File: config.mk
export PLATFORM = sky130hd
export DESIGN_NAME = mux41_rr_ctrl
export DESIGN_NICKNAME = d
export VERILOG_FILES = /design/src/rtl/mux41_rr_ctrl.sv
export SDC_FILE = /design/constraint.sdc
export NUM_CORES = 1
export LEC_CHECK = 0
export CAP_MARGIN = 20
export CORE_MARGIN = 8
export CORE_UTILIZATION = 42
export DETAILED_ROUTE_END_ITERATION = 12
export PLACE_DENSITY = 0.73
export SLEW_MARGIN = 5
export SYNTH_ARGS = -nofsm -noshare
export SYNTH_HDL_FRONTEND = slang
export SYNTH_SLANG_ARGS = --single-unit
File: constraint.sdc
create_clock -name clk -period 1.62 [get_ports clk]
set_clock_uncertainty 0.05 [all_clocks]
set_input_delay 0.162 -clock clk [delete_from_list [all_inputs] [get_ports clk]]
set_output_delay 0.162 -clock clk [all_outputs]
set_load 0.01 [all_outputs]
File: src/rtl/mux41_rr_ctrl.sv
// Round-robin 4:1 select path: arbitrates four requesters and presents the owner's word under valid/ready.
// Optional per-grant transfer limit with preemption is enabled by defining MUXARB_HOLD_LIMIT_EN.
module mux41_rr_ctrl #(
  parameter int W        = 1,
  parameter int HOLD_MAX = 8
) (
  input  logic           clk,
  input  logic           rst_n,
  input  logic [3:0]     req,
  input  logic [4*W-1:0] d,
  input  logic           ready,
  output logic [3:0]     gnt,
  output logic [1:0]     s,
  output logic [W-1:0]   y,
  output logic           y_valid
);

  typedef enum logic [0:0] {
    IDLE  = 1'b0,
    GRANT = 1'b1
  } state_t;

  state_t     state_q, state_d;
  logic [1:0] s_q, s_d;
  logic [1:0] ptr_q, ptr_d;
  logic [3:0] gnt_q, gnt_d;
  logic [2:0] pick_all_s;
  logic [2:0] pick_oth_s;

  // Returns {found, index}: scans base+1, base+2, base+3 and, if incl_base, base itself last.
  function automatic logic [2:0] rr_pick(input logic [3:0] r, input logic [1:0] base,
                                         input logic incl_base);
    logic       found;
    logic [1:0] idx;
    logic [1:0] cand;
    found = 1'b0;
    idx   = base;
    for (int i = 1; i < 4; i++) begin
      cand = base + 2'(i);
      if (!found && r[cand]) begin
        found = 1'b1;
        idx   = cand;
      end else begin
        found = found;
      end
    end
    if (!found && incl_base && r[base]) begin
      found = 1'b1;
      idx   = base;
    end else begin
      found = found;
    end
    return {found, idx};
  endfunction

  assign pick_all_s = rr_pick(req, ptr_q, 1'b1);
  assign pick_oth_s = rr_pick(req, s_q, 1'b0);

  assign gnt     = gnt_q;
  assign s       = s_q;
  assign y       = d[int'(s_q)*W +: W];
  assign y_valid = (state_q == GRANT) && req[s_q];

`ifdef MUXARB_HOLD_LIMIT_EN
  localparam logic [7:0] HOLD_LIM = 8'(HOLD_MAX);

  logic [7:0] count_q, count_d;
  logic [7:0] cnt_inc_s;
  logic       xfer_s;

  assign xfer_s    = y_valid && ready;
  assign cnt_inc_s = (xfer_s && (count_q < HOLD_LIM)) ? (count_q + 8'd1) : count_q;
`else
  logic unused_cfg_s;
  assign unused_cfg_s = ready ^ (HOLD_MAX > 0);
`endif

  // Next-state: grant from idle, handover on release, optional preemption at the hold limit.
  always_comb begin
    state_d = state_q;
    s_d     = s_q;
    ptr_d   = ptr_q;
    gnt_d   = gnt_q;
`ifdef MUXARB_HOLD_LIMIT_EN
    count_d = count_q;
`endif
    case (state_q)
      IDLE: begin
        if (pick_all_s[2]) begin
          state_d = GRANT;
          s_d     = pick_all_s[1:0];
          ptr_d   = pick_all_s[1:0];
          gnt_d   = 4'b0001 << pick_all_s[1:0];
`ifdef MUXARB_HOLD_LIMIT_EN
          count_d = 8'd0;
`endif
        end else begin
          gnt_d = 4'b0000;
        end
      end
      GRANT: begin
        if (!req[s_q]) begin
          // Release wins over preemption; hand over directly when someone else is waiting.
          if (pick_oth_s[2]) begin
            s_d   = pick_oth_s[1:0];
            ptr_d = pick_oth_s[1:0];
            gnt_d = 4'b0001 << pick_oth_s[1:0];
`ifdef MUXARB_HOLD_LIMIT_EN
            count_d = 8'd0;
`endif
          end else begin
            state_d = IDLE;
            gnt_d   = 4'b0000;
          end
        end else begin
`ifdef MUXARB_HOLD_LIMIT_EN
          if (cnt_inc_s >= HOLD_LIM) begin
            count_d = 8'd0;
            if (pick_oth_s[2]) begin
              s_d   = pick_oth_s[1:0];
              ptr_d = pick_oth_s[1:0];
              gnt_d = 4'b0001 << pick_oth_s[1:0];
            end else begin
              gnt_d = gnt_q;
            end
          end else begin
            count_d = cnt_inc_s;
          end
`else
          gnt_d = gnt_q;
`endif
        end
      end
      default: begin
        state_d = IDLE;
        gnt_d   = 4'b0000;
      end
    endcase
  end

  // State and output registers.
  always_ff @(posedge clk or negedge rst_n) begin
    if (!rst_n) begin
      state_q <= IDLE;
      s_q     <= 2'b00;
      ptr_q   <= 2'b11;
      gnt_q   <= 4'b0000;
`ifdef MUXARB_HOLD_LIMIT_EN
      count_q <= 8'd0;
`endif
    end else begin
      state_q <= state_d;
      s_q     <= s_d;
      ptr_q   <= ptr_d;
      gnt_q   <= gnt_d;
`ifdef MUXARB_HOLD_LIMIT_EN
      count_q <= count_d;
`endif
    end
  end

endmodule
Yosys cells after proc, flatten, opt, wreduce, memory -nomap -nowiden
Index checks and enable logic that the tools add are counted.
Widths: inputs -> output; s select.
{ "op_classes": {"n_eq_ne": 3, "n_lt_le_gt_ge": 8, "addsub": 6, "bitwise": 1, "muxes": 42, "shift": 3, "reduce_logical": 12} }
{ "op_table": {"columns": ["operator", "n"], "rows": [
  ["$lt 2x3->1 const B", 8],
  ["$mux 2", 10],
  ["$mux 1", 18],
  ["$bmux 1 s2", 8],
  ["$mux 4", 3],
  ["$add 2x2->2 const B", 4],
  ["$pmux 4 s2", 1],
  ["$shl 1x2->4 const A", 2],
  ["$logic_and 1x1->1", 6],
  ["$logic_not 1->1", 5],
  ["$add 2x1->2 const B", 2],
  ["$ne 2x2->1 const B", 2],
  ["$pmux 2 s2", 1],
  ["$shiftx 4x3->1", 1],
  ["$reduce_and 3->1", 1],
  ["$ne 2x1->1 const B", 1],
  ["$pmux 1 s2", 1],
  ["$not 1->1", 1]
]} }
{ "totals": {"register_bits": 9} }

Depth between registers and ports, before layout
{ "logic_depth": {"word_depth": 16, "ltp_mapped": 6, "depth_no_buf": 5} }

Worst setup path before layout
Ideal clock, no wire load.
{ "synth_timing": {"path_type": "register to register", "startpoint": "register s_q[0], in the netlist s[0]", "endpoint": "register s_q[0], in the netlist s[0]", "setup_ns": 0.127, "arrival_time_ns": 1.586, "required_time_ns": 1.443, "setup_slack_ns": -0.143, "stages_incl_launch_ff": 7, "cell_sequence": "dfrtp_1 > buf_6 > mux2_4 > o22ai_4 > o221ai_2 > nand2_2 > mux2_1"} }
{ "synth_via": {"elab_chain_len": 13, "word_cells_on_any_way": 27, "cone_classes": "add/sub: 3; eq/ne: 2; mux: 17; reduce/logical: 5"} }
{ "synth_rtl": {"columns": ["item", "line_no", "text"], "rows": [
  ["start, declared", "24", "logic [1:0] s_q, s_d;"],
  ["start signal, assigned", "145", "s_q <= 2'b00;"],
  ["start signal, assigned", "153", "s_q <= s_d;"],
  ["$add 2x1->2", "39", "cand = base + 2'(i);"],
  ["$bmux 1 s2", "40", "if (!found && r[cand]) begin"],
  ["$mux 1 (not written as such)", "40", null],
  ["$mux 1", "40", null],
  ["$logic_not 1->1", "40", null],
  ["$logic_and 1x1->1", "40", null],
  ["$mux 1", "40", null],
  ["$logic_not 1->1", "40", null],
  ["$logic_and 1x1->1", "40", null],
  ["$mux 2", "40", null],
  ["$mux 2", "104", "if (pick_oth_s[2]) begin"],
  ["$mux 2", "102", "if (!req[s_q]) begin"],
  ["$pmux 2 s2", "87", "case (state_q)"]
]} }
Parallel ways exist; a longest one is shown, timed or not. The select of a mux whose other input is x is not followed.
A chain may end at the register's enable or synchronous reset.

Final worst setup path
{ "layout_timing": {"startpoint": "register s_q[0], in the netlist s[0]", "endpoint": "register s_q[1], in the netlist s[1]"} }
The elaborated chain is that of the path after synthesis.

==> flow_metrics.py <==
metrics = {
    "outcome": {
        "status": "finished, violations left",
        "violations": "negative setup slack",
    },
    "grt": {
        "grt_start_max_net_pins": 10,
        "grt_pass1_wl_um": 3263,
        "grt_remaining_overflow": 0,
        "antenna_found_initial": 0,
        "grt_usage_pct": 11.90,
        "grt_pass1_vias": 735,
    },
    "yosys": {
        "ys_top_cells_by_area": "dfrtp_1, dfstp_2, mux2_1",
        "yosys.area_share.simple_pct": 18.94,
        "synth-compound-area-share_pct": 25.09,
        "yosys.area_share.adder_pct": 0,
        "syn_avg_cell_area_um2": 10.33,
        "yosysUniqueCellTypes": 39,
        "synth_top_family_by_area": "compound AO/OA/AOI/OAI gates",
        "synth-edff-count": 0,
        "ys_seq_elements": 9,
        "ys_async_sr_fraction_pct": 100.0,
        "syn-cell-area_um2": 733.2,
        "yosysTopAreaCellShare_pct": 23.89,
        "synth_nets": 82,
        "yosys.area.top_type": "dfrtp_1",
        "yosysSeqAreaShare_pct": 31.06,
        "synth_common_cells": "dfrtp_1, inv_1, nand2_1",
        "synthXorXnorAreaFrac_pct": 0,
        "muxShareOfSynthArea_pct": 17.41,
        "synth_ff_type": "dfrtp_1",
        "yosysMostFrequentCell": "dfrtp_1",
        "yosys_warnings": 0,
        "synth_cells": 71,
    },
    "power": {
        "p_leak_nw": 0.5347,
        "peakVddDrop_mv": 1.099,
        "powerDensity_mw_per_mm2": 1765,
        "total_power_mw": 2.066,
    },
    "timing": {
        "fin_crit_sh_pct": 114.0,
        "slew_headroom_pct": 73.46,
        "setup_viol": 10,
        "max_freq_ghz": 0.5413,
        "slew_violations": 0,
        "setup_ws_ps": -227.4,
        "hold_viol": 0,
        "whs_ps": 141.5,
        "min_period_ps": 1847,
        "rsz0062_at_grt": "true",
        "max_slew.worst_pin.slew_ps": 396.8,
    },
    "clocking": {
        "numCtsBuffers": 3,
        "clkTransAtPathRegs_ps": 70,
        "cts_tree": "done",
        "htree_num_levels": 1,
        "worstSkewPairLatency_ps": 260,
        "clock_sinks": 9,
        "clock-root-buffer": "clkbuf_4",
        "cts_max_path_buffers": 2,
        "cts_hold_buf": 0,
    },
    "hold_path": {
        "hold_path.class": "in2async",
    },
    "detailed_routing": {
        "m1WireLength_um": 829,
        "dr.max_layer_used": "met4",
        "viasPerCell": 5.504,
        "wl_per_cell_um": 15.21,
        "vias": 721,
        "dr_wl_met3_um": 94,
        "drc": 0,
        "routed_wl_um": 1992,
        "wl_met2_um": 1033,
        "drt-initial-drc-count": 14,
        "antenna_left": 0,
        "dr.pass1.iters": 4,
    },
    "final_layout": {
        "final_util_pct": 69.33,
        "final_cells": 131,
        "layout-drive-gt1-share_pct": 48.25,
        "area_growth_pct": 59.73,
        "antenna_cells": 0,
        "nets": 126,
    },
    "placed_design": {
        "dpl.cell_count": 119,
        "io_buffers": 17,
        "place_congestion": 0.8977,
        "dp_hpwl_um": 1557,
    },
    "critical_path": {
        "reg2reg_depth": 7,
        "cp-start-kind": "register",
        "slowest_delay_ps": 430,
        "criticalPathCategory": "reg2reg",
        "endpoint": "s[1]$_DFFE_PN0P_",
        "r2r_slack_ps": -230,
        "end_kind": "register",
        "cp.required_ps": 1720,
        "path_cells": "buf_6, buf_6, mux2i_1, a31oi_2, o221ai_2, nand2_2, mux2_4",
        "r2r_start": "s[0]$_DFFE_PN0P_",
        "path_depth": 7,
        "crit_arrival_ps": 1940,
        "cpMostUsedCell": "buf_6",
        "path_buf_inv": 2,
        "slowest_stage": "dfrtp_2",
        "cp_max_fo": 4,
        "path_delay_family": "multiplexers",
        "worstSetupStartpoint": "s[0]$_DFFE_PN0P_",
        "r2r-end": "s[1]$_DFFE_PN0P_",
    },
    "floorplan": {
        "die_area_mm2": 0.003339,
        "start_util_pct": 43.41,
        "die_x_um": 57.78,
        "fp.dieH_um": 57.78,
        "pin_count": 19,
        "core_mm2": 0.001689,
        "row_count": 15,
    },
    "job": {
        "drv_cap": 0,
    },
}
[metrics by stage]
step | TNS, ps | setup slack (ps) | cell area [µm²]
final | -1683 | -227.4 | 1171
after global routing | -2513 | -312.3 | 1171
after CTS | -1813 | -209.9 | 1106
after detailed placement | -3055 | -352.8 | 1026
after global placement | -3079 | -364.6 | 1026
after floorplan | -440.9 | -106.0 | 743.2
[metal layers]
layer | track usage, % | vias up
met5 | 0 | -
met4 | 2.797 | 0
met3 | 2.208 | 6
met2 | 22.19 | 18
met1 | 13.53 | 343
li1 | - | 354
[state kept, by name, summed over array words and instances (netlist names)]
register and flops:
s 2, gnt 4, state_q 1, ptr_q 2
[where the power goes]
| group | internal (mW) | leakage, nW | switching [mW] | total [mW] |
|---|---|---|---|---|
| Combinational | 0.847 | 0.412 | 0.607 | 1.45 |
| Sequential | 0.339 | 0.105 | 0.0990 | 0.438 |
| Clock | 0.0911 | 0.0177 | 0.0834 | 0.175 |
| Total | 1.28 | 0.535 | 0.789 | 2.07 |
[worst min path at each step]
stage	from	end	slack, ps	cells past startpoint
2_1_floorplan	rst_n	gnt[0]$_DFFE_PN0N_	-180	0
3_3_place_gp	gnt[3]$_DFFE_PN0N_	gnt[3]$_DFFE_PN0N_	420	1
3_5_place_dp	rst_n	gnt[3]$_DFFE_PN0N_	430	1
4_1_cts	rst_n	gnt[2]$_DFFE_PN0N_	160	1
5_1_grt	rst_n	gnt[0]$_DFFE_PN0N_	170	1
6_report	rst_n	gnt[3]$_DFFE_PN0N_	140	1
[logic make-up (layout without fill, tap and decap cells)]
group	count (synthesis)	after routing
buffers and inverters	8	51
muxes	10	10
AOI/OAI and AO/OA	21	21
DFF	9	9
and+or+nand+nor	23	23
[cells in the final DEF, fill, tap and decap left out, types with 2 or more instances in the layout]
cell,n
a21oi_1,2
a221o_1,2
buf_2,2
buf_4,21
buf_6,4
clkbuf_4,3
clkdlybuf4s50_1,13
dfrtp_1,5
dfrtp_2,2
dfstp_2,2
inv_1,5
mux2_1,2
mux2_4,4
mux2i_1,3
nand2_1,5
nand2b_1,3
nor2_1,2
nor2b_1,2
nor3_2,2
o21a_1,2
o21ai_0,2
o221ai_2,2
[final cells by class]
type / instances / area [µm²]
flip-flops and latches: 9 / 230.2
multi-input cells: 54 / 509.2
clock inverters: 1 / 5.005
fillers: 132 / 518.0
clock buffers: 3 / 22.52
repair buffers: 42 / 364.1
well taps: 17 / 21.27
inverters: 5 / 18.77
[repair_timing]
| item | in CTS | in global routing |
|---|---|---|
| gates resized for setup | 17 | 9 |
| setup endpoints to repair | 12 | 11 |
| pin swaps | 5 | 8 |
| buffers inserted | 6 | 2 |
Power figures use the tool's default switching activity.
